**config.mk**
```make
export PLATFORM = sky130hd
export DESIGN_NAME = pipe_ctrl
export DESIGN_NICKNAME = d
export VERILOG_FILES = /design/src/rtl/pipe_pkg.sv /design/src/rtl/pc_gen.sv /design/src/rtl/pipe_ctrl.sv
export SDC_FILE = /design/constraint.sdc
export NUM_CORES = 1
export LEC_CHECK = 0
export ABC_CLOCK_PERIOD_IN_PS = 2900
export BUFFER_PORTS_ARGS = -buffer_cell sky130_fd_sc_hd__buf_4
export CORE_MARGIN = 4
export CORE_UTILIZATION = 51
export CTS_CLUSTER_SIZE = 28
export DETAILED_ROUTE_END_ITERATION = 10
export PLACE_DENSITY = 0.93
export SLEW_MARGIN = 20
export SYNTH_ARGS = -nofsm -noshare
export SYNTH_HDL_FRONTEND = slang
export SYNTH_HIERARCHICAL = 1
export SYNTH_SLANG_ARGS = --single-unit
export TNS_END_PERCENT = 20
```
**constraint.sdc**
```tcl
create_clock -name clk_i -period 2.9 [get_ports clk_i]
set_clock_uncertainty 0.2 [all_clocks]
set_input_delay 0.145 -clock clk_i [delete_from_list [all_inputs] [get_ports clk_i]]
set_output_delay 0.145 -clock clk_i [all_outputs]
set_load 0.1 [all_outputs]
```
**src/rtl/pipe_pkg.sv**
```systemverilog
// pipe_pkg: shared defaults and stage indices for the pipeline controller
package pipe_pkg;
  localparam int NUM_STAGES_DEF = 5;
  localparam int XLEN_DEF       = 32;
  localparam int PC_STEP_DEF    = 4;
  localparam int STG_IF         = 0;
  localparam int STG_ID         = 1;
  localparam int STG_EX         = 2;
  localparam int STG_MEM        = 3;
  localparam int STG_WB         = 4;
endpackage

```
**src/rtl/pc_gen.sv**
```systemverilog
// pc_gen: fetch PC register with redirect/advance/hold next-PC mux
module pc_gen
  import pipe_pkg::*;
#(
  parameter int XLEN    = XLEN_DEF,
  parameter int PC_STEP = PC_STEP_DEF
) (
  input  logic            clk_i,
  input  logic            rst_ni,
  input  logic [XLEN-1:0] boot_addr_i,
  input  logic            flush_i,
  input  logic [XLEN-1:0] redirect_pc_i,
  input  logic            advance_i,
  output logic [XLEN-1:0] pc_o
);
  logic [XLEN-1:0] r_pc;
  logic [XLEN-1:0] w_pc_nxt;
  always_comb w_pc_nxt = flush_i ? redirect_pc_i : advance_i ? r_pc + XLEN'(PC_STEP) : r_pc;
  always_ff @(posedge clk_i) r_pc <= !rst_ni ? boot_addr_i : w_pc_nxt;
  assign pc_o = r_pc;
endmodule

```
**src/rtl/pipe_ctrl.sv**
```systemverilog
// pipe_ctrl: in-order pipeline hold/flush/valid control with fetch PC and retire counter
module pipe_ctrl
  import pipe_pkg::*;
#(
  parameter int NUM_STAGES = NUM_STAGES_DEF,
  parameter int XLEN       = XLEN_DEF,
  parameter int PC_STEP    = PC_STEP_DEF,
  localparam int SW        = $clog2(NUM_STAGES)
) (
  input  logic                  clk_i,
  input  logic                  rst_ni,
  input  logic [XLEN-1:0]       boot_addr_i,
  input  logic [NUM_STAGES-1:0] stall_req_i,
  input  logic                  flush_req_i,
  input  logic [SW-1:0]         flush_stage_i,
  input  logic [XLEN-1:0]       redirect_pc_i,
  input  logic                  fetch_ack_i,
  output logic                  fetch_req_o,
  output logic [XLEN-1:0]       fetch_pc_o,
  output logic [NUM_STAGES-1:0] stage_valid_o,
  output logic [NUM_STAGES-1:0] stage_en_o,
  output logic [NUM_STAGES-1:0] flush_o,
  output logic [63:0]           instret_o
);
  localparam int N = NUM_STAGES;
  logic [N-1:0]  r_valid;
  logic          r_started;
  logic [63:0]   r_instret;
  logic [N-1:0]  w_hold;
  logic [N-1:0]  w_flush;
  logic [N-1:0]  w_valid_nxt;
  logic [SW-1:0] w_fs;
  logic          w_fire;
  // a held stage only backs up its predecessor if it actually holds an instruction
  always_comb begin
    w_fs = (flush_stage_i > SW'(N-2)) ? SW'(N-2) : flush_stage_i;
    w_hold = '0;
    w_hold[N-1] = stall_req_i[N-1];
    for (int k = N-2; k >= 0; k--) w_hold[k] = stall_req_i[k] | (w_hold[k+1] & r_valid[k+1]);
    for (int k = 0; k < N; k++) w_flush[k] = flush_req_i & (SW'(k) <= w_fs);
  end
  assign fetch_req_o = r_started & !w_hold[STG_IF] & !flush_req_i;
  assign w_fire      = fetch_req_o & fetch_ack_i;
  // the stage just above a flushed one takes a bubble instead of the killed instruction
  always_comb begin
    w_valid_nxt = '0;
    w_valid_nxt[0] = w_flush[0] ? 1'b0 : w_hold[0] ? r_valid[0] : w_fire;
    for (int k = 1; k < N; k++)
      w_valid_nxt[k] = w_flush[k] ? 1'b0 : w_hold[k] ? r_valid[k] :
                       (r_valid[k-1] & !w_hold[k-1] & !w_flush[k-1]);
  end
  always_ff @(posedge clk_i) begin
    if (!rst_ni) begin
      r_valid   <= '0;
      r_started <= 1'b0;
      r_instret <= '0;
    end else begin
      r_valid   <= w_valid_nxt;
      r_started <= 1'b1;
      r_instret <= r_instret + 64'(r_valid[N-1] & !w_hold[N-1]);
    end
  end
  pc_gen #(.XLEN(XLEN), .PC_STEP(PC_STEP)) u_pc_gen (
    .clk_i        (clk_i),
    .rst_ni       (rst_ni),
    .boot_addr_i  (boot_addr_i),
    .flush_i      (flush_req_i),
    .redirect_pc_i(redirect_pc_i),
    .advance_i    (w_fire),
    .pc_o         (fetch_pc_o)
  );
  assign stage_valid_o = r_valid;
  assign stage_en_o    = ~w_hold | w_flush;
  assign flush_o       = w_flush;
  assign instret_o     = r_instret;
endmodule
```
==> impl_metrics.env, run 1 <==
export IMPL_fp_dieArea_sq_um=12700
export IMPL_dr_pass1_iters=5
export IMPL_avgSynthCellArea_sq_um=8.89
export IMPL_path_clk_slew_ns=0.11
export IMPL_grt_setup_unrepaired="yes"
export IMPL_final_area_sq_um=8110
export IMPL_maxCapViolations=0
export IMPL_grt_pass1_vias=5596
export IMPL_leakagePower_nw=3.24
export IMPL_ir_drop_uv=341
export IMPL_internal_power_w=0.00217
export IMPL_grt_max_degree=53
export IMPL_diodes=0
export IMPL_synth_seq_area_share=0.421
export IMPL_path_buf_inv=4
export IMPL_syn_nets=710
export IMPL_synth_distinct_cells=57
export IMPL_fp_dieH_microns=113
export IMPL_coreArea_sq_um=10800
export IMPL_std_cell_rows=38
export IMPL_ys_dominant_reg_cell="dfxtp_1"
export IMPL_worstPathArrival_ns=2.97
export IMPL_min_period_over_period=0.985
export IMPL_slew_headroom=0.479
export IMPL_cts_buffers=9
export IMPL_pwr_share_comb=0.275
export IMPL_startpoint="stall_req_i[4]"
export IMPL_synth_async_sr_flop_share=0
export IMPL_synth_seq_cells=102
export IMPL_worstMarginPinSlew_ns=0.775
export IMPL_netlist_area_sq_um=5610
export IMPL_critical_path_top_delay_family="buffers and inverters"
export IMPL_cts_root_buf="clkbuf_8"
export IMPL_post_route_drc_count=0
export IMPL_finalMaxSlewViolations=0
export IMPL_cts_tree="yes"
export IMPL_drive_gt1_frac=0.287
export IMPL_status="complete, no violations"
export IMPL_power_density_nw_per_um2=421
export IMPL_cp_required_ns=3.01
export IMPL_clk_path_buf_depth=2
export IMPL_grt_usage=0.264
export IMPL_port_buffer_count=186
export IMPL_nets=964
export IMPL_routabilityCongestion=0.825
export IMPL_hpwl_microns=10800
export IMPL_p_sw_w=0.00125
export IMPL_synth_edf_count=32
export IMPL_antenna_found_initial=0
export IMPL_dieWidth_microns=113
export IMPL_wl_microns=17300
export IMPL_worstReg2RegStart="u_pc_gen/pc_o[4]"
export IMPL_first_iter_violations=403
export IMPL_syn_inst=631
export IMPL_grt_pass1_wl_microns=27400
export IMPL_routedWlPerCell_microns=16.8
export IMPL_worstHoldStart="boot_addr_i[12]"
export IMPL_grt_overflow=0
export IMPL_crit_slowest_cell="dlygate4sd3_1"
export IMPL_synth_warning_count=6
export IMPL_routed_via_count=5785
export IMPL_holdWs_ns=0.0371
export IMPL_initial_core_util=0.520
export IMPL_cts_htree_levels=3
export IMPL_critical_path_max_fanout=5
export IMPL_power_clock_fraction=0.256
export IMPL_fin_crit_ns=2.86
export IMPL_postRouteAntennaNets=0
export IMPL_path_class="input port to flop"
export IMPL_syn_to_final_growth_pct=44.7
export IMPL_seqPwrFrac=0.469
export IMPL_endpoint_kind="flop"
export IMPL_finalSetupViolCount=0
export IMPL_clk_latency_ns=0.37
export IMPL_critPathLaunchType="input port"
export IMPL_ios=188
export IMPL_cts_sinks=102
export IMPL_fmax_mhz=350
export IMPL_switching_share=0.365
export IMPL_via_per_inst=5.62
export IMPL_crit_top_cell="dlygate4sd3_1"
export IMPL_hold_class="input port to flop"
export IMPL_final_hold_violation_count=0
export IMPL_worstPathCellList="dlygate4sd3_1 -> buf_4 -> a21o_1 -> a21oi_2 -> nand2b_1 -> nand4b_1 -> dlygate4sd3_1 -> a211oi_2 -> dlygate4sd3_1"
export IMPL_postPlaceCellArea_sq_um=7130
export IMPL_max_stage_delay_ns=0.59
metrics by stage:
step	total power, W	TNS [ns]	setup WS, ns	util	instances
after floorplan	0.00222	-0.141	-0.0579	-	631
after global placement	0.00243	0	0.354	0.660	937
after detailed placement	0.00244	0	0.276	0.660	937
after CTS	0.00339	0	0.0429	0.746	1027
after global routing	0.00355	-0.0555	-0.0300	0.752	1030
final	0.00342	0	0.0440	0.752	1030
metal layers:
| layer | GRT usage | up-vias | part of all wire |
|---|---|---|---|
| li1 | - | 2788 | - |
| met1 | 0.314 | 2692 | 0.39 |
| met2 | 0.438 | 247 | 0.48 |
| met3 | 0.0743 | 58 | 0.079 |
| met4 | 0.134 | 0 | 0.044 |
| met5 | 0 | - | 0 |
synthesized netlist by cell type, drive strengths merged (11+ instances only):
| cell type | n | area share |
|---|---|---|
| xnor2 | 24 | 0.037 |
| o31ai | 17 | 0.023 |
| edfxtp | 32 | 0.17 |
| nor3 | 12 | 0.014 |
| o21ai | 41 | 0.037 |
| nand2 | 47 | 0.032 |
| dfxtp | 70 | 0.25 |
| nor2 | 54 | 0.036 |
| inv | 26 | 0.017 |
| or4 | 17 | 0.023 |
| a21oi | 48 | 0.043 |
| clkbuf | 20 | 0.013 |
| nor4 | 18 | 0.036 |
| buf | 12 | 0.015 |
| xor2 | 35 | 0.055 |
| nand3 | 31 | 0.029 |
| nor2b | 18 | 0.020 |
| and3 | 11 | 0.012 |
| nand4 | 26 | 0.038 |
registers in the layout, summed over array words and instances, names as in the netlist:
name,cells
u_pc_gen/pc_o,32
r_started,1
stage_valid_o,5
instret_o,64
area by class of cell:
class	count	area (sq um)
fillers	732	2680
repair buffers	275	2260
multi-input cells	471	3030
clock inverters	7	63.8
inverters	26	97.6
clock buffers	9	124
well taps	140	175
flip-flops and latches	102	2360
tightest hold or removal path: cells and delay by family:
family	cells	cell delay [ns]
AO/OA/AOI/OAI	2	0.16
AND/OR/NAND/NOR	1	0.12
buffers and inverters	1	0.08
cell usage in the layout, fill, tap and decap left out, drive strengths merged, types with 2 or more instances in the layout:
| cell | count |
|---|---|
| a211oi | 3 |
| a21oi | 48 |
| and2 | 8 |
| and3 | 11 |
| and4 | 9 |
| buf | 201 |
| clkbuf | 9 |
| clkinv | 2 |
| dfxtp | 70 |
| dlygate4sd3 | 74 |
| edfxtp | 32 |
| ha | 3 |
| inv | 30 |
| mux2 | 3 |
| mux2i | 2 |
| nand2 | 47 |
| nand2b | 3 |
| nand3 | 31 |
| nand4 | 26 |
| nand4b | 2 |
| nor2 | 54 |
| nor2b | 18 |
| nor3 | 12 |
| nor4 | 18 |
| nor4b | 2 |
| o21a | 3 |
| o21ai | 41 |
| o21bai | 2 |
| o22ai | 7 |
| o31a | 2 |
| o31ai | 17 |
| or2 | 6 |
| or3 | 10 |
| or4 | 17 |
| xnor2 | 24 |
| xor2 | 35 |
logic make-up (layout without fill, tap and decap cells):
group | count (synthesis) | after routing | synth area share
buffers and inverters | 58 | 317 | 0.0460
other | 1 | 1 | 0.000669
DFF | 102 | 102 | 0.421
adders and majority gates | 3 | 3 | 0.00669
AOI/OAI and AO/OA | 127 | 127 | 0.130
and+or+nand+nor | 276 | 276 | 0.294
muxes | 5 | 5 | 0.00959
xor gates and xnor gates | 59 | 59 | 0.0921
power groups by stage:
stage,combinational [W],sequential (W),clock (W)
floorplan,0.000240,0.00198,0
finish,0.000940,0.00160,0.000873
global route,0.000979,0.00161,0.000955
detailed placement,0.000816,0.00163,0
CTS,0.000909,0.00160,0.000887
global placement,0.000807,0.00163,0
path summary, 6_finish.rpt:
kind	end	slack (ns)	cells past startpoint
setup / recovery	stage_valid_o[1]	0.04	9
hold / removal	u_pc_gen/pc_o[12]	0.04	4
setup reg to reg	u_pc_gen/pc_o[23]	0.09	6
hold reg to reg	instret_o[63]	0.30	2
what timing repair did:
item | 4_1_cts | 5_1_grt
endpoints found under the setup margin | 0 | 6
hold buffers | 74 | 0
endpoints found under the hold margin | 38 | 0
buffers inserted | 0 | 3
gates resized for setup | 0 | 6
Power figures use the tool's default switching activity.
==> run 2: changes to the inputs <==
ABC_CLOCK_PERIOD_IN_PS = 3080   (was 2900)
SETUP_SLACK_MARGIN = 0.3   (was default)
clock period = 3.08 ns   (was 2.9 ns; I/O delays follow)
==> impl_metrics.env, run 2 (same netlist as run 1, synthesis figures left out) <==
export IMPL_coreArea_sq_um=10800
export IMPL_holdWs_ns=0.0113
export IMPL_path_class="flop to flop"
export IMPL_leakagePower_nw=3.16
export IMPL_grt_pass1_vias=5604
export IMPL_diodes=0
export IMPL_clk_latency_ns=0.37
export IMPL_antenna_found_initial=0
export IMPL_std_cell_rows=38
export IMPL_whs_endpoint="u_pc_gen/pc_o[17]"
export IMPL_clk_path_buf_depth=2
export IMPL_cts_buffers=9
export IMPL_postPlaceCellArea_sq_um=7070
export IMPL_routabilityCongestion=0.845
export IMPL_worstReg2RegStart="u_pc_gen/pc_o[4]"
export IMPL_dr_pass1_iters=4
export IMPL_filler_cell_count=749
export IMPL_cts_sinks=102
export IMPL_grt_met2_usage=0.453
export IMPL_min_period_over_period=0.927
export IMPL_seqCellArea_sq_um=2370
export IMPL_grt_use_met3=0.0620
export IMPL_initial_core_util=0.520
export IMPL_finalSetupViolCount=0
export IMPL_largest_register_ffs=64
export IMPL_fp_dieArea_sq_um=12700
export IMPL_grt_max_degree=57
export IMPL_power_density_nw_per_um2=403
export IMPL_nets=947
export IMPL_port_buffer_count=186
export IMPL_cts_root_buf="clkbuf_8"
export IMPL_final_common_cell="buf_4"
export IMPL_ir_drop_uv=265
export IMPL_ff2ff_setup_slack_ns=0.22
export IMPL_drive_gt1_frac=0.279
export IMPL_postRouteAntennaNets=0
export IMPL_grt_busiest_layer="met2"
export IMPL_finalMaxSlewViolations=0
export IMPL_worstPathArrival_ns=2.78
export IMPL_ios=188
export IMPL_worstHoldStart="boot_addr_i[17]"
export IMPL_final_cell_mix="buf_4, dfxtp_1, dlygate4sd3_1"
export IMPL_status="complete, no violations"
export IMPL_slew_headroom=0.370
export IMPL_path_clk_slew_ns=0.10
export IMPL_fmax_mhz=350
export IMPL_finalSetupTns_ns=0
export IMPL_routed_via_count=5761
export IMPL_critical_path_max_fanout=10
export IMPL_grt_overflow=0
export IMPL_critPathLaunchType="flop"
export IMPL_rr_endpoint="u_pc_gen/pc_o[19]"
export IMPL_worstMarginPinSlew_ns=0.943
export IMPL_via_per_inst=5.69
export IMPL_first_iter_violations=418
export IMPL_wl_microns=17200
export IMPL_fp_dieH_microns=113
export IMPL_cts_tree="yes"
export IMPL_post_route_drc_count=0
export IMPL_cp_required_ns=3.01
export IMPL_grt_pass1_wl_microns=27600
export IMPL_hold_class="input port to flop"
export IMPL_multiInputGateArea_sq_um=3000
export IMPL_final_area_sq_um=7920
export IMPL_cts_htree_levels=3
export IMPL_grt_setup_unrepaired="yes"
export IMPL_endpoint_kind="flop"
export IMPL_final_hold_violation_count=0
export IMPL_maxCapViolations=0
export IMPL_syn_to_final_growth_pct=41.3
export IMPL_worstHoldPathCells=4
export IMPL_fin_crit_ns=2.86
export IMPL_reg2reg_depth=6
export IMPL_hpwl_microns=10900
export IMPL_dieWidth_microns=113
export IMPL_use_met1=0.308
export IMPL_grt_usage=0.261
export IMPL_routedWlPerCell_microns=17.0
## run 2: area by class of cell
cell class              instances  area share
repair buffers                258       0.265
well taps                     140      0.0221
multi-input cells             471       0.378
clock inverters                 7     0.00790
flip-flops and latches        102       0.299
inverters                      26      0.0123
clock buffers                   9      0.0156
## run 2: per-stage QoR
stage          worst slack (ns)  total power (W)  instances  utilization
2_1_floorplan             0.122          0.00209        631            -
3_3_place_gp              0.514          0.00229        931        0.655
3_5_place_dp              0.399          0.00230        931        0.655
4_1_cts                   0.341          0.00319       1013        0.734
5_1_grt                   0.182          0.00330       1013        0.734
6_report                  0.223          0.00319       1013        0.734
## run 2: how the worst max path moves through the flow
| stage | from | to | slack [ns] | depth (start not counted) |
|---|---|---|---|---|
| 6_report | u_pc_gen/pc_o[4] | u_pc_gen/pc_o[19] | 0.22 | 6 |
| 5_1_grt | u_pc_gen/pc_o[4] | u_pc_gen/pc_o[19] | 0.18 | 6 |
| 4_1_cts | stage_valid_o[4] | instret_o[58] | 0.34 | 9 |
| 3_5_place_dp | stage_valid_o[4] | instret_o[58] | 0.40 | 9 |
| 3_3_place_gp | stage_valid_o[4] | instret_o[58] | 0.51 | 9 |
| 2_1_floorplan | u_pc_gen/pc_o[2] | u_pc_gen/pc_o[20] | 0.12 | 7 |
## run 2: what timing repair did
action / in CTS / in global routing
buffers inserted: 0 / 0
hold endpoints to repair: 38 / 0
resized for setup: 0 / 1
setup endpoints to repair: 0 / 30
hold buffers: 66 / 0
## run 2: where the power goes
| group | switching [W] | internal, W |
|---|---|---|
| Sequential | 0.0000614 | 0.00145 |
| Clock | 0.000518 | 0.000313 |
| Combinational | 0.000593 | 0.000262 |
## run 2: critical path, stage by stage, from the launching register on
cell and delay, ns:
edfxtp_1 0.49, nand4_2 0.18, or3_1 0.58, o21a_1 0.27
nor3_1 0.18, o22ai_1 0.13, dlygate4sd3_1 0.58
## run 2: routing by layer
metal,wire length [microns],vias up
met5,0,-
met4,606,0
met3,1240,52
met2,8560,240
met1,6770,2721
li1,-,2748
